<file path="config.mk">
export PLATFORM = sky130hd
export DESIGN_NAME = jam_cost_server
export DESIGN_NICKNAME = d
export VERILOG_FILES = /design/src/rtl/jam_pkg.sv /design/src/rtl/jam_cost_mem.sv /design/src/rtl/jam_cost_server.sv
export SDC_FILE = /design/constraint.sdc
export NUM_CORES = 1
export LEC_CHECK = 0
export ABC_AREA = 1
export CAP_MARGIN = 0
export CORE_ASPECT_RATIO = 0.6
export CORE_MARGIN = 10
export CORE_UTILIZATION = 50
export CTS_CLUSTER_SIZE = 30
export DETAILED_ROUTE_END_ITERATION = 16
export PLACE_DENSITY = 0.72
export SYNTH_ARGS = -nofsm -noshare
export SYNTH_HDL_FRONTEND = slang
export SYNTH_SLANG_ARGS = --single-unit
</file>
<file path="constraint.sdc">
create_clock -name CLK -period 2.9 [get_ports CLK]
set_clock_uncertainty 0.05 [all_clocks]
set_input_delay 0.58 -clock CLK [delete_from_list [all_inputs] [get_ports CLK]]
set_output_delay 0.58 -clock CLK [all_outputs]
set_load 0.05 [all_outputs]
</file>
<file path="src/rtl/jam_pkg.sv">
// jam_pkg: shared sizes and server state encoding for the job-assignment cost server.
package jam_pkg;
  localparam int N      = 8;
  localparam int COST_W = 7;
  localparam int SUM_W  = 10;
  localparam int CNT_W  = 4;
  localparam int IDX_W  = $clog2(N);
  localparam int TBL_W  = $clog2(N * N);
  typedef enum logic [1:0] {S_LOAD, S_SERVE, S_DONE} srv_state_e;
endpackage

</file>
<file path="src/rtl/jam_cost_mem.sv">
// jam_cost_mem: N*N cost register file, one write port and one registered read port.
module jam_cost_mem
  import jam_pkg::*;
(
  input  logic              CLK,
  input  logic              RST,
  input  logic              we_i,
  input  logic [TBL_W-1:0]  waddr_i,
  input  logic [COST_W-1:0] wdata_i,
  input  logic              re_i,
  input  logic [TBL_W-1:0]  raddr_i,
  output logic [COST_W-1:0] rdata_o
);
  logic [COST_W-1:0] mem_q [N*N];
  logic [COST_W-1:0] rdata_q;
  // Contents are deliberately not reset; only the read register is.
  always_ff @(posedge CLK) begin
    if (we_i) mem_q[waddr_i] <= wdata_i;
  end
  always_ff @(posedge CLK or posedge RST) begin
    if (RST) rdata_q <= '0;
    else     rdata_q <= re_i ? mem_q[raddr_i] : '0;
  end
  assign rdata_o = rdata_q;
endmodule

</file>
<file path="src/rtl/jam_cost_server.sv">
// jam_cost_server: serial cost-table loader, 1-cycle Cost[W][J] lookup and solver result capture.
// Optional JAM_LOOKUP_CNT_EN adds a saturating count of serving cycles on lookup_count.
module jam_cost_server
  import jam_pkg::*;
(
  input  logic              CLK,
  input  logic              RST,
  input  logic              load_valid,
  input  logic [COST_W-1:0] load_data,
  output logic              load_ready,
  input  logic              reload,
  output logic              table_ready,
  input  logic [IDX_W-1:0]  W,
  input  logic [IDX_W-1:0]  J,
  output logic [COST_W-1:0] Cost,
  input  logic              Valid,
  input  logic [CNT_W-1:0]  MatchCount,
  input  logic [SUM_W-1:0]  MinCost,
  output logic              result_valid,
  output logic [CNT_W-1:0]  result_match,
  output logic [SUM_W-1:0]  result_min
`ifdef JAM_LOOKUP_CNT_EN
  ,
  output logic [19:0]       lookup_count
`endif
);
  localparam logic [IDX_W:0]   N_EXT = (IDX_W + 1)'(N);
  localparam logic [TBL_W-1:0] LAST  = TBL_W'(N * N - 1);
  srv_state_e        state_q, state_d;
  logic [TBL_W-1:0]  idx_q, idx_d;
  logic              res_valid_q, res_valid_d;
  logic [CNT_W-1:0]  res_match_q, res_match_d;
  logic [SUM_W-1:0]  res_min_q, res_min_d;
  logic              loading, last_beat, in_range;
  logic [TBL_W-1:0]  raddr;
  assign loading   = state_q == S_LOAD;
  assign last_beat = idx_q == LAST;
  // Guards non-power-of-2 N; always true at N=8.
  assign in_range  = ({1'b0, W} < N_EXT) && ({1'b0, J} < N_EXT);
  assign raddr     = TBL_W'(W * N + J);
  always_comb begin
    state_d     = state_q;
    idx_d       = idx_q;
    res_valid_d = res_valid_q;
    res_match_d = res_match_q;
    res_min_d   = res_min_q;
    if (reload) begin
      state_d     = S_LOAD;
      idx_d       = '0;
      res_valid_d = 1'b0;
    end else if (loading && load_valid) begin
      idx_d   = last_beat ? '0 : idx_q + TBL_W'(1);
      state_d = last_beat ? S_SERVE : S_LOAD;
    end else if (!loading && Valid) begin
      state_d     = S_DONE;
      res_valid_d = 1'b1;
      res_match_d = MatchCount;
      res_min_d   = MinCost;
    end
  end
  always_ff @(posedge CLK or posedge RST) begin
    if (RST) begin
      state_q     <= S_LOAD;
      idx_q       <= '0;
      res_valid_q <= 1'b0;
      res_match_q <= '0;
      res_min_q   <= '0;
    end else begin
      state_q     <= state_d;
      idx_q       <= idx_d;
      res_valid_q <= res_valid_d;
      res_match_q <= res_match_d;
      res_min_q   <= res_min_d;
    end
  end
  jam_cost_mem u_mem (
    .CLK     (CLK),
    .RST     (RST),
    .we_i    (loading && load_valid && !reload),
    .waddr_i (idx_q),
    .wdata_i (load_data),
    .re_i    (!loading && in_range),
    .raddr_i (raddr),
    .rdata_o (Cost)
  );
  assign load_ready   = loading;
  assign table_ready  = !loading;
  assign result_valid = res_valid_q;
  assign result_match = res_match_q;
  assign result_min   = res_min_q;
`ifdef JAM_LOOKUP_CNT_EN
  logic [19:0] lcnt_q;
  always_ff @(posedge CLK or posedge RST) begin
    if (RST)                                           lcnt_q <= '0;
    else if (reload)                                   lcnt_q <= '0;
    else if (state_q == S_SERVE && lcnt_q != 20'hFFFFF) lcnt_q <= lcnt_q + 20'd1;
  end
  assign lookup_count = lcnt_q;
`endif
endmodule
</file>
== Word level (Yosys, flattened, before mapping) ==
Memories as Yosys holds them, arrays and structs flattened.
Cells that the tools add are included.
Word-level totals
  input bits: 32
  bits in registers: 30
  bits in writable memories: 448
  output and inout bits: 24
  memories: 1
  word-level logic and storage cells: 37
Cells by class
  add/subtract/negate cells: 2
  muxes and demuxes: 13
  bitwise operators: 2
  equal/unequal tests: 2
  reductions and logical operators: 11
Memory list
  u_mem.mem_q: depth 64, bits a word 7, read ports 1, clocked after Yosys merged registers in 0, write ports 1, RTL line jam_cost_mem.sv:14  | logic [COST_W-1:0] mem_q [N*N];
Operators by type and width (number)
  $mux W6: 3
  $mux W7: 1
  $add A6 B1 Y6 const B: 1
  $add A6 B3 Y6: 1
  $eq A6 B6 Y1 const B: 1
  $mux W1: 6
  $mux W2: 3
  $reduce_bool A2 Y1: 2
  $logic_and A1 B1 Y1: 3
  $reduce_and A3 Y1: 1
  $reduce_bool A3 Y1: 1
  $logic_not A1 Y1: 2
  $logic_not A2 Y1: 1
  $ne A2 B2 Y1 const B: 1
  $not A1 Y1: 2
  $reduce_and A2 Y1: 1

== Logic depth before layout (Yosys ltp) ==
  depth after elaboration: 6
  gate-level depth with buffers: 12
  mapped depth without buffers: 9

== By module ==
Synthesis repeated with hierarchy kept, for this count alone.
Unflattened totals
  cells, all modules: 1713
  area, all modules: 19680.1 µm²
Modules (own cells, without submodules)
  jam_cost_mem: area an instance 18655.4 µm², instances 1, cells each 1592
  jam_cost_server: area an instance 1024.7 µm², instances 1, cells each 121

== Least setup slack after synthesis ==
No wires, ideal clock.
  kind: register to register
  start: register state_q[1]
  end: memory u_mem.mem_q[49][0], enable pin
  path buffers: 0
  path slack: 0.683 ns
  cell stages (with the launch flop): 8
  data arrival time: 1.807 ns
  setup time: 0.360 ns
  path through: dfrtp_1 nor2_4 nand2_2 nor2_2 inv_2 nor2_2 nand2_1 nor2_1
On the way
  cells in the longest elaborated chain, start to end: 5
RTL lines
  start: declaration: RTL line jam_cost_server.sv:29  | srv_state_e state_q, state_d;
  start signal: assignment: RTL line jam_cost_server.sv:69  | state_q <= state_d;
  $logic_not A2 Y1: RTL line jam_cost_server.sv:36  | assign loading = state_q == S_LOAD;
  via load_ready: RTL line jam_cost_server.sv:10  | output logic load_ready,
  $logic_and A1 B1 Y1 (2 in series): RTL line jam_cost_server.sv:79  | .we_i (loading && load_valid && !reload),
  $mux W1: RTL line jam_cost_mem.sv:18  | if (we_i) mem_q[waddr_i] <= wdata_i;
  $mux W1 (not written as such): RTL line jam_cost_mem.sv:18
  end: declaration: RTL line jam_cost_mem.sv:14
The timed path passes the listed nets, and every way through them passes these cells.

== Worst setup path in the final report ==
  start: register state_q[1]
  end: output port load_ready
On the way
  cells in the longest elaborated chain, start to end: 1
RTL lines (RTL line)
  $logic_not A2 Y1: jam_cost_server.sv:36
  end: declaration: jam_cost_server.sv:10
Every way passes these cells.

==> impl_metrics.ini <==
[die]
fp.dieH_um = 173
die-area_mm2 = 0.0478
row_count = 56
initial_standard_cell_utilization_of_the_core_pct = 50.4
floorplan.die.width_um = 276
ioPinCount = 56
core_mm2 = 0.0389

[clocking]
clock_tree.buffer_depth = 3
cts-hold-fix-buffers = 0
number_of_gates_resized_after_cts = 0
number_of_clock_buffers_inserted_by_tritoncts = 42
clock_pin_slew_on_the_worst_setup_and_hold_paths_ns = 0.06
clock-sinks = 478
post_cts.repair.setup_buffers = 0
cts-root-buf = clkbuf_16
h_tree_level_count = 2
tritoncts_clock_tree = done
clk_latency_ns = 0.56

[sta]
tightest_slew_ns = 0.802
setup_viol_count_final = 0
max_freq_mhz = 360
number_of_hold_slack_violations_in_the_final_timing_report = 0
rsz_0062_raised_after_global_routing = no
relSlewSlack_pct = 46.5
maxSlewViolCount = 0
fin_crit_ns = 2.78
post-route-period-util_pct = 95.9
fin_tns_setup_ns = 0

[place]
detailed_place_hpwl_mm = 30.5
gp_routability_congestion = 0.894
port_buffers = 55

[route]
drt_first_pass_iters = 6
drcViolationCount = 0
detailroute.via_count = 13400
finalWirelength_mm = 50.4
via_per_inst = 5.73
drt_first_iter_violations = 1898
wl_per_cell_um = 21.6
count_of_antenna_violating_nets_left_after_detailed_routing = 0

[yosys]
syn_nets = 1702
sequential_element_share_of_the_synthesized_area_pct = 72.4
synthArstFlopShare_pct = 6.28
synth.area.top_cells = edfxtp_1, nand2_1, nand3_1
ys_warn_count = 0
ys.flop_type = edfxtp_1
synthesis.area_mm2 = 0.0196
netlist.area_leader.share_pct = 68.6
synth.avg_cell_area_um2 = 11.8
synth_cells = 1669
ys_ff_latch = 478
synth-edff-count = 448
post-synth-top-area-cell = edfxtp_1
synth.distinct_cells = 31

[worst_setup_path]
setup.worst_path.class = flop to output pin
critPathRequiredTime_ns = 2.27
endpoint_kind = output pin
start_kind = flop
crit_fanout = 10
arrival_ns = 2.15

[flow_run]
drv_cap = 0

[status]
outcome = finished, final reports clean

[global_routing]
use_met2_pct = 29.4
global_route_usage_over_all_layers_pct = 20.9
use_met3_pct = 5.95
grtUsageMet1_pct = 31.2
antenna_found_initial = 0
grt_overflow = 0
largest_net_degree_at_the_start_of_global_routing = 113
first_pass_grt_wire_length_mm = 77.1
grt_pass1_vias = 12900
busiest_layer_in_global_routing = met1

[power]
report.power.total_w = 0.0145
static-leakage-power_nw = 8.38
power.ir.vdd_worst_v = 0.000410
power.density_mw_per_mm2 = 641

[layout]
ratio_of_cells_with_drive_above_1_in_the_final_layout_pct = 11.3
num_antenna_cells = 0
finish.net_count = 1813
final_core_util_pct = 58.2
area.growth.synth_to_final_pct = 15.4
fillCellCount = 3089

[min_path]
hold_path.class = input port to flop
==> cell usage in the layout (no fill, tap or decap) <==
cell type,synthesis,routed
buf_4,6,91
mux2_4,10,10
buf_6,16,1
mux2_2,4,4
buf_12,0,17
clkbuf_16,0,45
clkbuf_1,11,11
a21oi_1,9,9
nor3_1,2,2
o32ai_1,1,1
o21ai_0,1,1
inv_2,2,2
nand3_2,2,2
dfrtp_1,30,30
bufinv_16,0,5
clkinv_2,1,9
buf_2,54,8
nand2_1,576,576
nor2_4,3,3
nor2_1,69,69
xor2_1,2,2
edfxtp_1,448,448
clkinv_1,1,8
nand3_1,385,385
a31oi_1,1,1
nand2_2,3,3
inv_1,16,14
clkbuf_8,0,2
nor2_2,2,2
o22ai_1,2,2
clkdlybuf4s50_1,0,45
inv_6,1,1
ha_1,1,1
nor4_1,1,1
o21bai_1,1,1
==> cell usage after synthesis, drive strengths merged, types with 2 or more instances <==
master,count
a21oi,9
buf,84
clkbuf,11
clkinv,2
dfrtp,30
edfxtp,448
inv,19
mux2,14
nand2,579
nand3,387
nor2,74
nor3,2
o22ai,2
xor2,2
==> sequential cells by signal, indices dropped and copies added (netlist names) <==
name / count
u_mem.rdata_o: 7
u_mem.mem_q: 448
result_min: 10
result_match: 4
state_q: 2
idx_q: 6
result_valid: 1
==> worst max-delay path, cell delays in order (launching register included) <==
cell             delay (ns)
dfrtp_1                0.41
nor2_4                 0.31
clkdlybuf4s50_1        0.88
==> metrics by stage <==
step	setup WS [ns]	std cells	cell area [µm²]	hold WS, ns
finish	0.120	2334	22600	0.345
global route	0.0235	2334	22600	0.344
CTS	0.0866	2334	22600	0.337
detailed placement	0.327	2258	21200	0.446
global placement	0.365	2258	21200	0.437
floorplan	0.683	1669	19600	0.484
==> path summary, 6_finish.rpt <==
kind / startpoint / to / slack (ns) / depth (start not counted)
hold reg to reg: result_min[1] / result_min[1] / 0.46 / 1
hold / removal: load_data[0] / u_mem.mem_q[12][0] / 0.35 / 1
setup reg to reg: state_q[1] / u_mem.mem_q[35][0] / 0.59 / 9
setup / recovery: state_q[1] / load_ready / 0.12 / 2
min in group asynchronous: RST / result_min[6] / 0.38 / 3
max in group asynchronous: RST / u_mem.rdata_o[6] / 2.09 / 3
==> cell families (layout without fill, tap and decap cells) <==
group           Yosys count  in the layout  synth area share (%)
simple gates           1043           1043                  22.7
flops                   478            478                  72.4
buf+inv                 116            259                  3.32
compound gates           15             15                 0.434
mux                      14             14                 0.995
xor+xnor                  2              2                0.0893
fa+ha+maj                 1              1                0.0638
==> per-layer routing <==
layer / vias to the layer above / routed length, µm
met1: 6451 / 21600
met2: 784 / 21400
li1: 6043 / -
met4: 0 / 1220
met3: 101 / 6240
met5: - / 0
==> area by class of cell <==
cell class	count	area, µm²	area share (%)
clock buffers	58	1190	5.28
well taps	522	653	2.89
clock inverters	18	208	0.918
flip-flops and latches	478	14200	62.8
multi-input cells	1075	4760	21.0
repair buffers	162	1530	6.74
inverters	21	86.3	0.381
==> where the power goes <==
group | switching, W | internal [W] | leakage [nW] | total [W]
combinational | 0.000782 | 0.000345 | 3.27 | 0.00113
sequential | 0.0000269 | 0.00759 | 4.41 | 0.00761
clock | 0.00243 | 0.00333 | 0.689 | 0.00576
total | 0.00324 | 0.0113 | 8.38 | 0.0145
(Power assumes the default switching activity.)
